`src/rtl/fetch_stage.sv`:
```
// fetch_stage: PC register and IF/ID pipeline register with stall holds, redirect squash and debug counters
module fetch_stage #(
  parameter logic [31:0] RESET_PC = 32'h0000_3000,
  parameter int CNT_W = 32
) (
  input  logic             clk,
  input  logic             rst,
  input  logic             pc_write,
  input  logic             IF_ID_write,
  input  logic [1:0]       s_npc,
  input  logic [31:0]      branch_target,
  input  logic [31:0]      jump_target,
  input  logic [31:0]      jr_target,
  input  logic [31:0]      imem_rdata,
  output logic [31:0]      imem_addr,
  output logic [31:0]      pc,
  output logic [31:0]      id_instr,
  output logic [31:0]      id_pc,
  output logic [31:0]      id_pc4,
  output logic             id_valid,
  output logic [CNT_W-1:0] stall_cycles,
  output logic [CNT_W-1:0] flush_count
);
  logic [31:0] pc4, target;
  logic redirect;
  always_comb begin
    pc4 = pc + 32'd4;
    target = s_npc == 2'b01 ? branch_target : s_npc == 2'b10 ? jump_target : jr_target;
    redirect = !pc_write && s_npc != 2'b00;
  end
  assign imem_addr = pc;
  always_ff @(posedge clk or posedge rst) begin
    if (rst) begin
      pc <= RESET_PC;
      id_instr <= '0;
      id_pc <= '0;
      id_pc4 <= '0;
      id_valid <= 1'b0;
      stall_cycles <= '0;
      flush_count <= '0;
    end else begin
      if (pc_write) stall_cycles <= stall_cycles + 1'b1;
      else pc <= redirect ? target : pc4;
      if (redirect) flush_count <= flush_count + 1'b1;
      if (redirect || !IF_ID_write) begin
        id_instr <= redirect ? 32'h0 : imem_rdata;
        id_valid <= !redirect;
        id_pc <= pc;
        id_pc4 <= pc4;
      end
    end
  end
endmodule

```
`config.mk`:
```
export PLATFORM = sky130hd
export DESIGN_NAME = fetch_stage
export DESIGN_NICKNAME = d
export VERILOG_FILES = /design/src/rtl/fetch_stage.sv
export SDC_FILE = /design/constraint.sdc
export NUM_CORES = 1
export LEC_CHECK = 0
export CAP_MARGIN = 15
export CORE_MARGIN = 2
export CORE_UTILIZATION = 25
export CTS_CLUSTER_SIZE = 24
export DETAILED_ROUTE_END_ITERATION = 16
export DONT_BUFFER_PORTS = 1
export GPL_TIMING_DRIVEN = 0
export HOLD_SLACK_MARGIN = 0.03
export PLACE_DENSITY = 0.41
export SETUP_SLACK_MARGIN = 0.4
export SYNTH_ARGS = -nofsm -noshare
export SYNTH_HDL_FRONTEND = slang
export SYNTH_SLANG_ARGS = --single-unit
```
`constraint.sdc`:
```
create_clock -name clk -period 7.85 [get_ports clk]
set_clock_uncertainty 0.2 [all_clocks]
set_input_delay 1.1775 -clock clk [delete_from_list [all_inputs] [get_ports clk]]
set_output_delay 1.1775 -clock clk [all_outputs]
set_load 0.01 [all_outputs]
```
Word-level counts from Yosys, hierarchy flattened
Cells that the tools add are included.

RAM bits: 0. Bits in latches: 0. Word-level logic and storage cells: 22. Memory bits (read-only): 0. Memories kept: 0. Register bits after elaboration: 193. Bits of input ports: 134. Output and inout bits: 225.

Divide/modulo/power cells: 0. Muxes and demuxes: 4. $lt $le $gt $ge: 0. $add $sub $neg: 3. Reductions and logical operators: 6. Shift-type cells: 0. Multiply operators: 0. Eq/ne operators: 2. Bitwise gates (word level): 0.

Operators by type and width (number): 32-bit two-way mux (4); 32-bit by 1-bit adder with 32-bit output, second input constant (2); 32-bit by 3-bit adder with 32-bit output, second input constant (1); 1-bit logical NOT (3); 2-bit by 1-bit equality test with 1-bit output, second input constant (1); 2-bit equality test, second input constant (1); 2-bit nonzero test (1); 1-bit logical AND (1); 1-bit logical OR (1).

Depth between registers and ports, before layout
Depth after elaboration: 4. Gate-level depth with buffers: 8. Gate-level depth less buffers: 5.

Worst setup path after synthesis
No wires, ideal clock.

Kind: input -> register. From: in s_npc[0]. To: reg id_instr[17]. Buffers on the path: 3. Setup slack: 4.795 ns. Data arrival time: 2.723 ns. Library setup time: 0.132 ns. Data required time: 7.518 ns. Stages on the path: 6. Path through: clkbuf_1 -> buf_1 -> nor2_1 -> nor2_1 -> clkbuf_1 -> nor2_1.

Longest elaborated chain between the ends: 3. Elaborated cells between the ends (all ways): 4. Those cells by class: mux: 1; reduce/logical: 3.

RTL lines: start: declaration (line 10) `input logic [1:0] s_npc,`; 2-bit nonzero test (*) (line 29) `redirect = !pc_write && s_npc != 2'b00;`; 1-bit logical AND (*) (line 29); 32-bit two-way mux or 1-bit logical OR (tied branches) (line 46, 45); end signal: assignment (line 46) `id_instr <= redirect ? 32'h0 : imem_rdata;`; end: declaration (line 17) `output logic [31:0] id_instr,`.

Every way passes the cells marked *; elsewhere a longest branch is shown, timed or not. A chain may end at the register's enable or synchronous reset.

Worst setup path after layout
From: in s_npc[0]. To: reg id_instr[20].

Same word-level chain as after synthesis.

==> out/qor.csv <==
stage;metric;value;unit
clock_tree;clk_latency;0.47;ns
critical_path;cp_data_arrival_time;3.98;ns
sta;fin_crit_sh;49.1;%
place;place_ws;3.37;ns
sta;fmax;260;MHz
clock_tree;cts.sinks;191;
routing;drtIter0Drc;612;
routing;viasPerCell;5.06;
routing;post_drt_wl_per_cell;23.6;um
logic_synthesis;synth_top_area_cell;dfrtp_1;
critical_path;r2r_start;imem_addr[2];
routing;drt_wl_total;37000;um
pwr;peakVddDrop;0.000157;V
logic_synthesis;ys_seq_area_share;48.5;%
sta;final.min_clock_period;3.85;ns
global_route;grt_start_max_net_pins;114;
routing;final_antenna_net_count;0;
global_route;grt_antenna_before_repair;2;
place;place_hpwl;27100;um
sta;rsz0062_at_grt;false;
critical_path;r2r-end;id_pc4[20];
critical_path;max_stage_delay;0.67;ns
logic_synthesis;netlist_area;9850;um2
finish;final_nets;1175;
logic_synthesis;yosysUniqueCellTypes;54;
finish;drive_above_1_share;11.2;%
logic_synthesis;synth_seq_cells;191;
sta;tightest_slew;1.21;ns
floorplanning;dieArea;41000;um2
sta;holdWs;0.339;ns
routing;drtPass1Iterations;5;
logic_synthesis;netlist_top_cells_area;dfrtp_1 48%, nand2_1 5.9%, xnor2_1 4.3%, mux2i_1 3.4%, mux2_2 3.3%;
floorplanning;core_area;38700;um2
critical_path;crit_fanout;10;
floorplanning;die_w;203;um
clock_tree;htree_levels;4;
logic_synthesis;async_reset_ff_share;100;%
logic_synthesis;yosys_warnings;0;
logic_synthesis;yosys.area.top_type_share;48.0;%
sta;finalSetupViolations;0;
min_path;min_path_type;reg -> reg;
critical_path;cp_slowest_cell;nor2_1;
global_route;grt_pass1_wl;54800;um
floorplanning;fp-row-count;72;
logic_synthesis;netlist_instances;1017;
critical_path;path_common_cell;nor2_1;
critical_path;path_cells;clkbuf_1 > buf_1 > nor2_1 > nor2_1 > clkbuf_1 > nor2_1;
logic_synthesis;synth_commonest_cells;189 x dfrtp_1, 155 x nand2_1, 73 x nor2_1;
global_route;grtUsageTotal;18.1;%
global_route;overflow;0;
logic_synthesis;syn_nets;1154;
critical_path;critPathKind;in -> reg;
pwr;finalPower;0.00267;W
sta;hold_violations;0;
critical_path;start_kind;input port;
critical_path;end_kind;flip-flop;
finish;syn_to_final_growth;12.8;%
pwr;power_density;240;nW/um2
critical_path;endpoint;id_instr[20];
place;place.port_buffers;0;
critical_path;cp-startpoint;s_npc[0];
logic_synthesis;ys.flop_type;dfrtp_1;
critical_path;r2r_setup_slack;4.79;ns
floorplanning;initial_utilization;25.4;%
outcome;status;finished clean;
flow_run;cap_violations;0;
sta;slew_viol_final;0;
sta;fin_tns_setup;0;ns
floorplanning;die_y;203;um
place;place.gp.congestion;0.779;
clock_tree;cts_root_buf;clkbuf_16;
logic_synthesis;post_synth.cell_area_avg;9.69;um2
clock_tree;cts_buffers;17;
clock_tree;clk_pin_slew;0.07;ns
clock_tree;post-cts-setup-buffers;0;
critical_path;worst_ep_required_time;7.98;ns
clock_tree;cts_tree;built;
clock_tree;cts.path.max_buffers;2;
logic_synthesis;synth_edf_count;0;
clock_tree;cts_resized;0;
logic_synthesis;synth.most_common_cell;dfrtp_1;
pwr;p_leak;4.76;nW
clock_tree;ctsHoldBuffers;0;
floorplanning;io-pin-count;359;
sta;fin_ws;4.00;ns
global_route;grt_pass1_vias;7798;
routing;routed-via-count;7950;
sta;relSlewSlack;18.4;%
routing;drc;0;
critical_path;worst_r2r_path_depth;6;
## where the power goes
group | internal [W] | leakage [nW] | switching [W] | total, W
combinational | 0.000170 | 2.08 | 0.000249 | 0.000419
sequential | 0.00111 | 2.41 | 0.000248 | 0.00136
clock | 0.000453 | 0.273 | 0.000439 | 0.000892
## per-stage QoR
step	area, um2	util (%)	std cells
final	11100	28.7	1570
after global routing	11100	28.7	1569
after CTS	11100	28.7	1568
after detailed placement	10500	27.2	1537
after global placement	10500	27.1	1535
after floorplan	9850	-	1017
## critical path: cells and delay by family
| kind | cells | cell delay, ns |
|---|---|---|
| and+or+nand+nor | 3 | 1.15 |
| buffers and inverters | 3 | 1.65 |
## cell type report
class,instances,area [um2]
antenna,2,5.00
multi-input combinational,699,4430
sequential,191,4780
tap,518,648
timing repair buffer,2,32.5
clock inverter,12,126
inverter,16,67.6
buffer,111,582
fill,4094,27600
clock buffer,19,443
## how the worst min path moves through the flow
stage / from / end / slack (ns) / cells past startpoint
finish: stall_cycles[31] / stall_cycles[31] / 0.34 / 1
CTS: stall_cycles[31] / stall_cycles[31] / 0.34 / 1
detailed placement: stall_cycles[31] / stall_cycles[31] / 0.33 / 1
global route: flush_count[31] / flush_count[31] / 0.36 / 1
floorplan: imem_addr[0] / id_pc[0] / 0.29 / 2
global placement: stall_cycles[31] / stall_cycles[31] / 0.33 / 1
## kinds of logic after synthesis
kind of cell	share of synthesized area, %
AOI/OAI and AO/OA	10.5
xor gates and xnor gates	6.58
adders and majority gates	0.381
buffers and inverters	6.51
DFF	48.5
muxes	7.58
and+or+nand+nor	19.9
## flip-flops by register name (all words and copies together) (netlist names)
name          cells
flush_count      32
id_pc4           30
id_instr         32
id_valid          1
stall_cycles     32
id_pc            32
imem_addr        32
## placed cells by master (no fill, tap or decap), types with 4 or more instances in the layout
master,count
o211ai_1,5
o31ai_1,11
mux4_2,4
clkbuf_16,17
a21oi_1,8
a31oi_1,14
inv_1,15
a221oi_1,4
o311a_1,5
nand2_1,155
a311o_1,6
nor4_1,15
buf_2,8
or4_1,13
xor2_1,26
a22oi_1,16
nor2_1,73
clkbuf_1,58
a211o_1,6
buf_4,36
mux2_2,29
and4_1,14
mux2i_1,33
o21ai_0,44
or3_1,5
dfrtp_1,189
nand3_1,42
nand4_1,41
and3_1,12
a22o_1,14
inv_6,5
buf_1,7
xnor2_1,48
nor3_1,27
## layer usage
| metal | vias up | wire, um | GRT usage (%) |
|---|---|---|---|
| met1 | 3972 | 16800 | 25.1 |
| met4 | 0 | 878 | 6.65 |
| met3 | 42 | 2670 | 4.88 |
| met2 | 305 | 16700 | 27.0 |
| met5 | - | 0 | 0 |
| li1 | 3631 | - | - |
Power figures use the tool's default switching activity.
==> edit 1, RTL diff (same settings) <==
Make the reset (`rst`) synchronous in one clocked block.
--- a/src/rtl/fetch_stage.sv
+++ b/src/rtl/fetch_stage.sv
@@ -30,5 +30,5 @@
   end
   assign imem_addr = pc;
-  always_ff @(posedge clk or posedge rst) begin
+  always_ff @(posedge clk) begin
     if (rst) begin
       pc <= RESET_PC;
Check against the original RTL: differs if rst is asserted again (counterexample within 4 cycles, from zero or initial values and one cycle with rst high); with rst held inactive, the same outputs for 10 cycles.
==> edit 1 against the original RTL <==
- register-to-register slack gained 0.15 ns
- design area fell by 3.9%
- synthesized cell count increased by 9.0%
- synthesized area fell by 4.4%
- global-route usage rose by 1.4 points
- sequential share of layout area is 7.2 points lower
- cell count rose by 5.4%
- worst setup slack improved by 0.47 ns
- sequential cell count unchanged
- first-iteration DRC count decreased by 32%
- die area shrank 4.3%
- routed wire length increased by 4.3%
- power shrank 14%
- critical path type unchanged
- largest power group unchanged
==> edit 1: results (changes against the original RTL) <==
Timing
  – Max Clk Rate: 296 MHz (+14%)
  – WHS: 0.302 ns (-0.0367 ns)
  – Slew HR: 31.1% (+13 points)

Worst hold path
  – End of the worst hold path: id_pc[18]
  – Hold path depth: 2 (+1)
  – Min-delay src: id_pc[18]

GRT
  – GR Util met1: 23.1% (-2.0 points)
  – Vias in the first global route: 8049 (+3.2%)
  – Initial antenna violation count: 4 (+2)
  – Total GRT Usage: 19.5% (+1.4 points)
  – Met3 usage: 6.32% (+1.4 points)
  – First-pass GRT wire length: 55400 um (+1.0%)

Finish
  – Layout Cells excl Fill: 1655 (+5.4%)
  – Layout cell share with drive strength beyond 1: 11.9% (+0.68 points)
  – Fill cells: 4021 (-1.8%)
  – Final layout net count: 1265 (+7.7%)

Pwr
  – Leakage: 3.70 nW (-22%)
  – VDD IR max: 155 uV (-1.3%)

Yosys
  – Asr flop ratio synth: 0% (-100 points)
  – Synth Flop Type: dfxtp_1
  – Top post-synthesis cells by area: dfxtp_1 (41%), nor2_1 (6.3%), xnor2_1 (5.7%)
  – Mapped Nets: 1246 (+8.0%)
  – Seq/Total Area, Yosys: 40.6% (-7.9 points)
  – Post-synthesis cell type count: 69 (+28%)
  – Yosys top cell by area: dfxtp_1

Setup path
  – R2r startpoint: imem_addr[2]
  – R2r endpoint: id_pc4[24]
  – Register-to-Register Setup Slack: 4.94 ns (+0.15 ns)
  – Worst endpoint data arrival time: 3.57 ns (-0.41 ns)

Detailed routing
  – Met3 WL: 3400 um (+28%)
  – First DRT Iteration DRCs: 416 (-32%)
  – Met2 wire len: 18800 um (+13%)
  – Met1 wire length: 15600 um (-6.7%)
  – Total iterations of the first detailed-routing run: 5 (unchanged)

Clock network
  – Deepest clock path buffer count: 2 (unchanged)

Placement
  – Pre-CTS setup slack: 3.90 ns (+0.532 ns)
  – Dpl hpwl: 29400 um (+8.6%)
  – Dpl cell area: 10100 um2 (-4.6%)
  – Routability Congestion: 0.828 (+6.3%)

Status
  – Outcome: completed
[edit 1: cells by family (layout without fill, tap and decap cells)]
| family | count (synthesis) | in the layout | share of synthesized area (%) |
|---|---|---|---|
| AND/OR/NAND/NOR | 436 | 436 | 22.6 |
| flip-flops | 191 | 191 | 40.6 |
| AO/OA/AOI/OAI | 184 | 184 | 12.8 |
| buffers and inverters | 145 | 177 | 8.02 |
| XOR/XNOR | 77 | 77 | 7.16 |
| multiplexers | 73 | 73 | 8.50 |
| adder cells (fa/ha/maj) | 3 | 3 | 0.399 |
| other | 0 | 3 | 0 |
[edit 1: worst max path at each step]
stage / from / endpoint / cells past startpoint
CTS: pc_write / id_pc[22] / 7
global placement: pc_write / id_pc[22] / 7
detailed placement: pc_write / id_pc[22] / 7
global route: pc_write / id_pc[22] / 7
finish: pc_write / id_pc[22] / 7
floorplan: pc_write / stall_cycles[31] / 7
[edit 1: cell type report]
type	instances	area [um2]	area share, %
tap	511	639	5.99
inverter	25	93.8	0.879
clock buffer	20	457	4.28
antenna	3	7.51	0.0703
clock inverter	12	158	1.48
multi-input combinational	773	4840	45.3
buffer	120	662	6.20
sequential	191	3820	35.8
[edit 1: worst min-delay path, cell delays in order, from the launching register on]
cell     delay [ns]
dfxtp_1        0.34
nand2_1        0.06
a21oi_1        0.05
[edit 1: power groups by stage]
stage	Sequential, mW	Combinational (mW)	Clock, mW
3_5_place_dp	1.11	0.251	0
6_report	1.08	0.247	0.952
2_1_floorplan	1.08	0.179	0
3_3_place_gp	1.11	0.249	0
4_1_cts	1.09	0.252	0.980
5_1_grt	1.09	0.274	1.02
==> edit 2, RTL diff (same flow settings) <==
Without the edit above. Change the parameter `CNT_W` from 32 to 24.
--- a/src/rtl/fetch_stage.sv
+++ b/src/rtl/fetch_stage.sv
@@ -2,5 +2,5 @@
 module fetch_stage #(
   parameter logic [31:0] RESET_PC = 32'h0000_3000,
-  parameter int CNT_W = 32
+  parameter int CNT_W = 24
 ) (
   input  logic             clk,
Interface: changed (resized flush_count and stall_cycles); port bits go from 359 to 343. No check against the original RTL was run, so the function may have changed too.
==> edit 2 against the original RTL <==
- combinational power fell by 11%
- sequential cell count is 16 lower
- design area fell by 11%
- synthesized area decreased by 11%
- via count decreased by 20%
- routed wire length fell by 16%
- power shrank 7.4%
- register-to-register slack gained 0.05 ns
- sequential power fell by 7%
- worst setup slack better by 0.84 ns
==> edit 2: results (changes against the original RTL) <==
Status
  – Outcome: completed

GRT
  – Met3 usage: 5.80% (+0.92 points)
  – Largest net degree at the start of global routing: 93 (-18%)
  – Vias in the first global route: 6487 (-17%)
  – Met2 Resource Use GR: 28.2% (+1.2 points)
  – First-pass GRT wire length: 44600 um (-19%)

Setup path
  – CP Launch Point: imem_addr[2]
  – Register-to-Register Setup Slack: 4.84 ns (+0.05 ns)
  – Slowest-stage cell, CP: nor4_4
  – Critical Path End: imem_addr[28]
  – Worst endpoint data arrival time: 3.14 ns (-0.84 ns)
  – Worst path max stage delay: 0.75 ns (+0.08 ns)

Clock network
  – Clk_lat worst skew: 0.44 ns (-0.03 ns)
  – CTS Sinks: 175 (-8.4%)

Placement
  – Dpl hpwl: 23000 um (-15%)
  – Inst Count DP: 1269 (-17%)
  – Routability Congestion: 0.782 (+0.32%)

Yosys
  – Seq/Total Area, Yosys: 50.1% (+1.6 points)
  – Top post-synthesis cells by area: dfrtp_1 (50%), mux2_2 (6.3%), mux2i_1 (4.9%)
  – Synth Flop Type: dfrtp_1
  – Mapped Nets: 949 (-18%)
  – Most frequent cells after synthesis: dfrtp_1 (173), nor2_1 (86), a21oi_1 (56)
  – Post-synthesis cell type count: 48 (-11%)
  – Syn Inst Count: 812 (-20%)

Worst hold path
  – Min-delay src: flush_count[23]
  – End of the worst hold path: flush_count[23]

Finish
  – Multi-In Gates: 542 (-22%)
  – Non-clock inverters: 10 (-6)
  – Final layout net count: 970 (-17%)
  – Clock-cell share: 5.58% (+0.46 points)
  – Seq/total area: 44.2% (+1.1 points)
  – Count of non-CTS buffers in the layout: 87 (-23%)
  – Clock buf count: 23 (+4)

Pwr
  – VDD IR max: 148 uV (-5.4%)
  – Internal cell power: 1.66 mW (-4.3%)

Detailed routing
  – WL per Instance: 23.9 um (+1.2%)
  – DR vias: 6324 (-20%)
  – Total iterations of the first detailed-routing run: 4 (-1)

Timing
  – Worst slew pin tran: 1.02 ns (-0.196 ns)
edit 2: changes by cell type in the layout (fill, tap and decap cells not counted), sizes merged, moves of 12 or more:
cell / unedited run / this run
dfrtp: 189 / 173
nor3: 27 / 10
o21ai: 44 / 29
nor2: 73 / 86
mux2: 29 / 49
nand4: 42 / 19
or4: 14 / 1
inv: 22 / 10
nor4: 15 / 3
clkbuf: 78 / 48
nand3: 42 / 29
nand2: 155 / 45
a21oi: 8 / 56
edit 2: logic make-up after synthesis:
| logic type | Yosys count | share of synthesized area, % |
|---|---|---|
| buffers and inverters | 95 | 5.88 |
| XOR/XNOR | 74 | 7.41 |
| adder cells (fa/ha/maj) | 3 | 0.429 |
| AND/OR/NAND/NOR | 229 | 13.4 |
| flip-flops | 175 | 50.1 |
| multiplexers | 99 | 13.0 |
| AO/OA/AOI/OAI | 137 | 9.75 |
edit 2: metrics by stage:
step                area (um2)  setup TNS [ns]  hold slack (ns)  worst slack [ns]
finish                    9920               0            0.339              4.84
global route              9920               0            0.349              4.60
CTS                       9920               0            0.342              4.77
detailed placement        9370               0            0.327              4.34
global placement          9310         -188.27            0.328             -1.11
floorplan                 8740               0            0.304              1.73
edit 2: power groups by stage:
stage	Sequential, mW	Combinational (mW)	Clock [mW]
final	1.26	0.372	0.839
after global placement	1.28	0.372	0
after detailed placement	1.28	0.379	0
after global routing	1.29	0.418	0.915
after CTS	1.27	0.380	0.875
after floorplan	1.21	0.299	0
edit 2: layer usage:
layer,up-vias,share of wire [%]
met5,-,0.042
met4,2,1.3
met3,22,9.5
met2,288,48
met1,3144,41
li1,2868,-
edit 2: worst max-delay path: cells and delay by family, from the launching register on:
kind	cells	cell delay, ns
AND/OR/NAND/NOR	3	1.24
adder cells (fa/ha/maj)	1	0.37
flip-flops	1	0.61
AO/OA/AOI/OAI	2	0.48
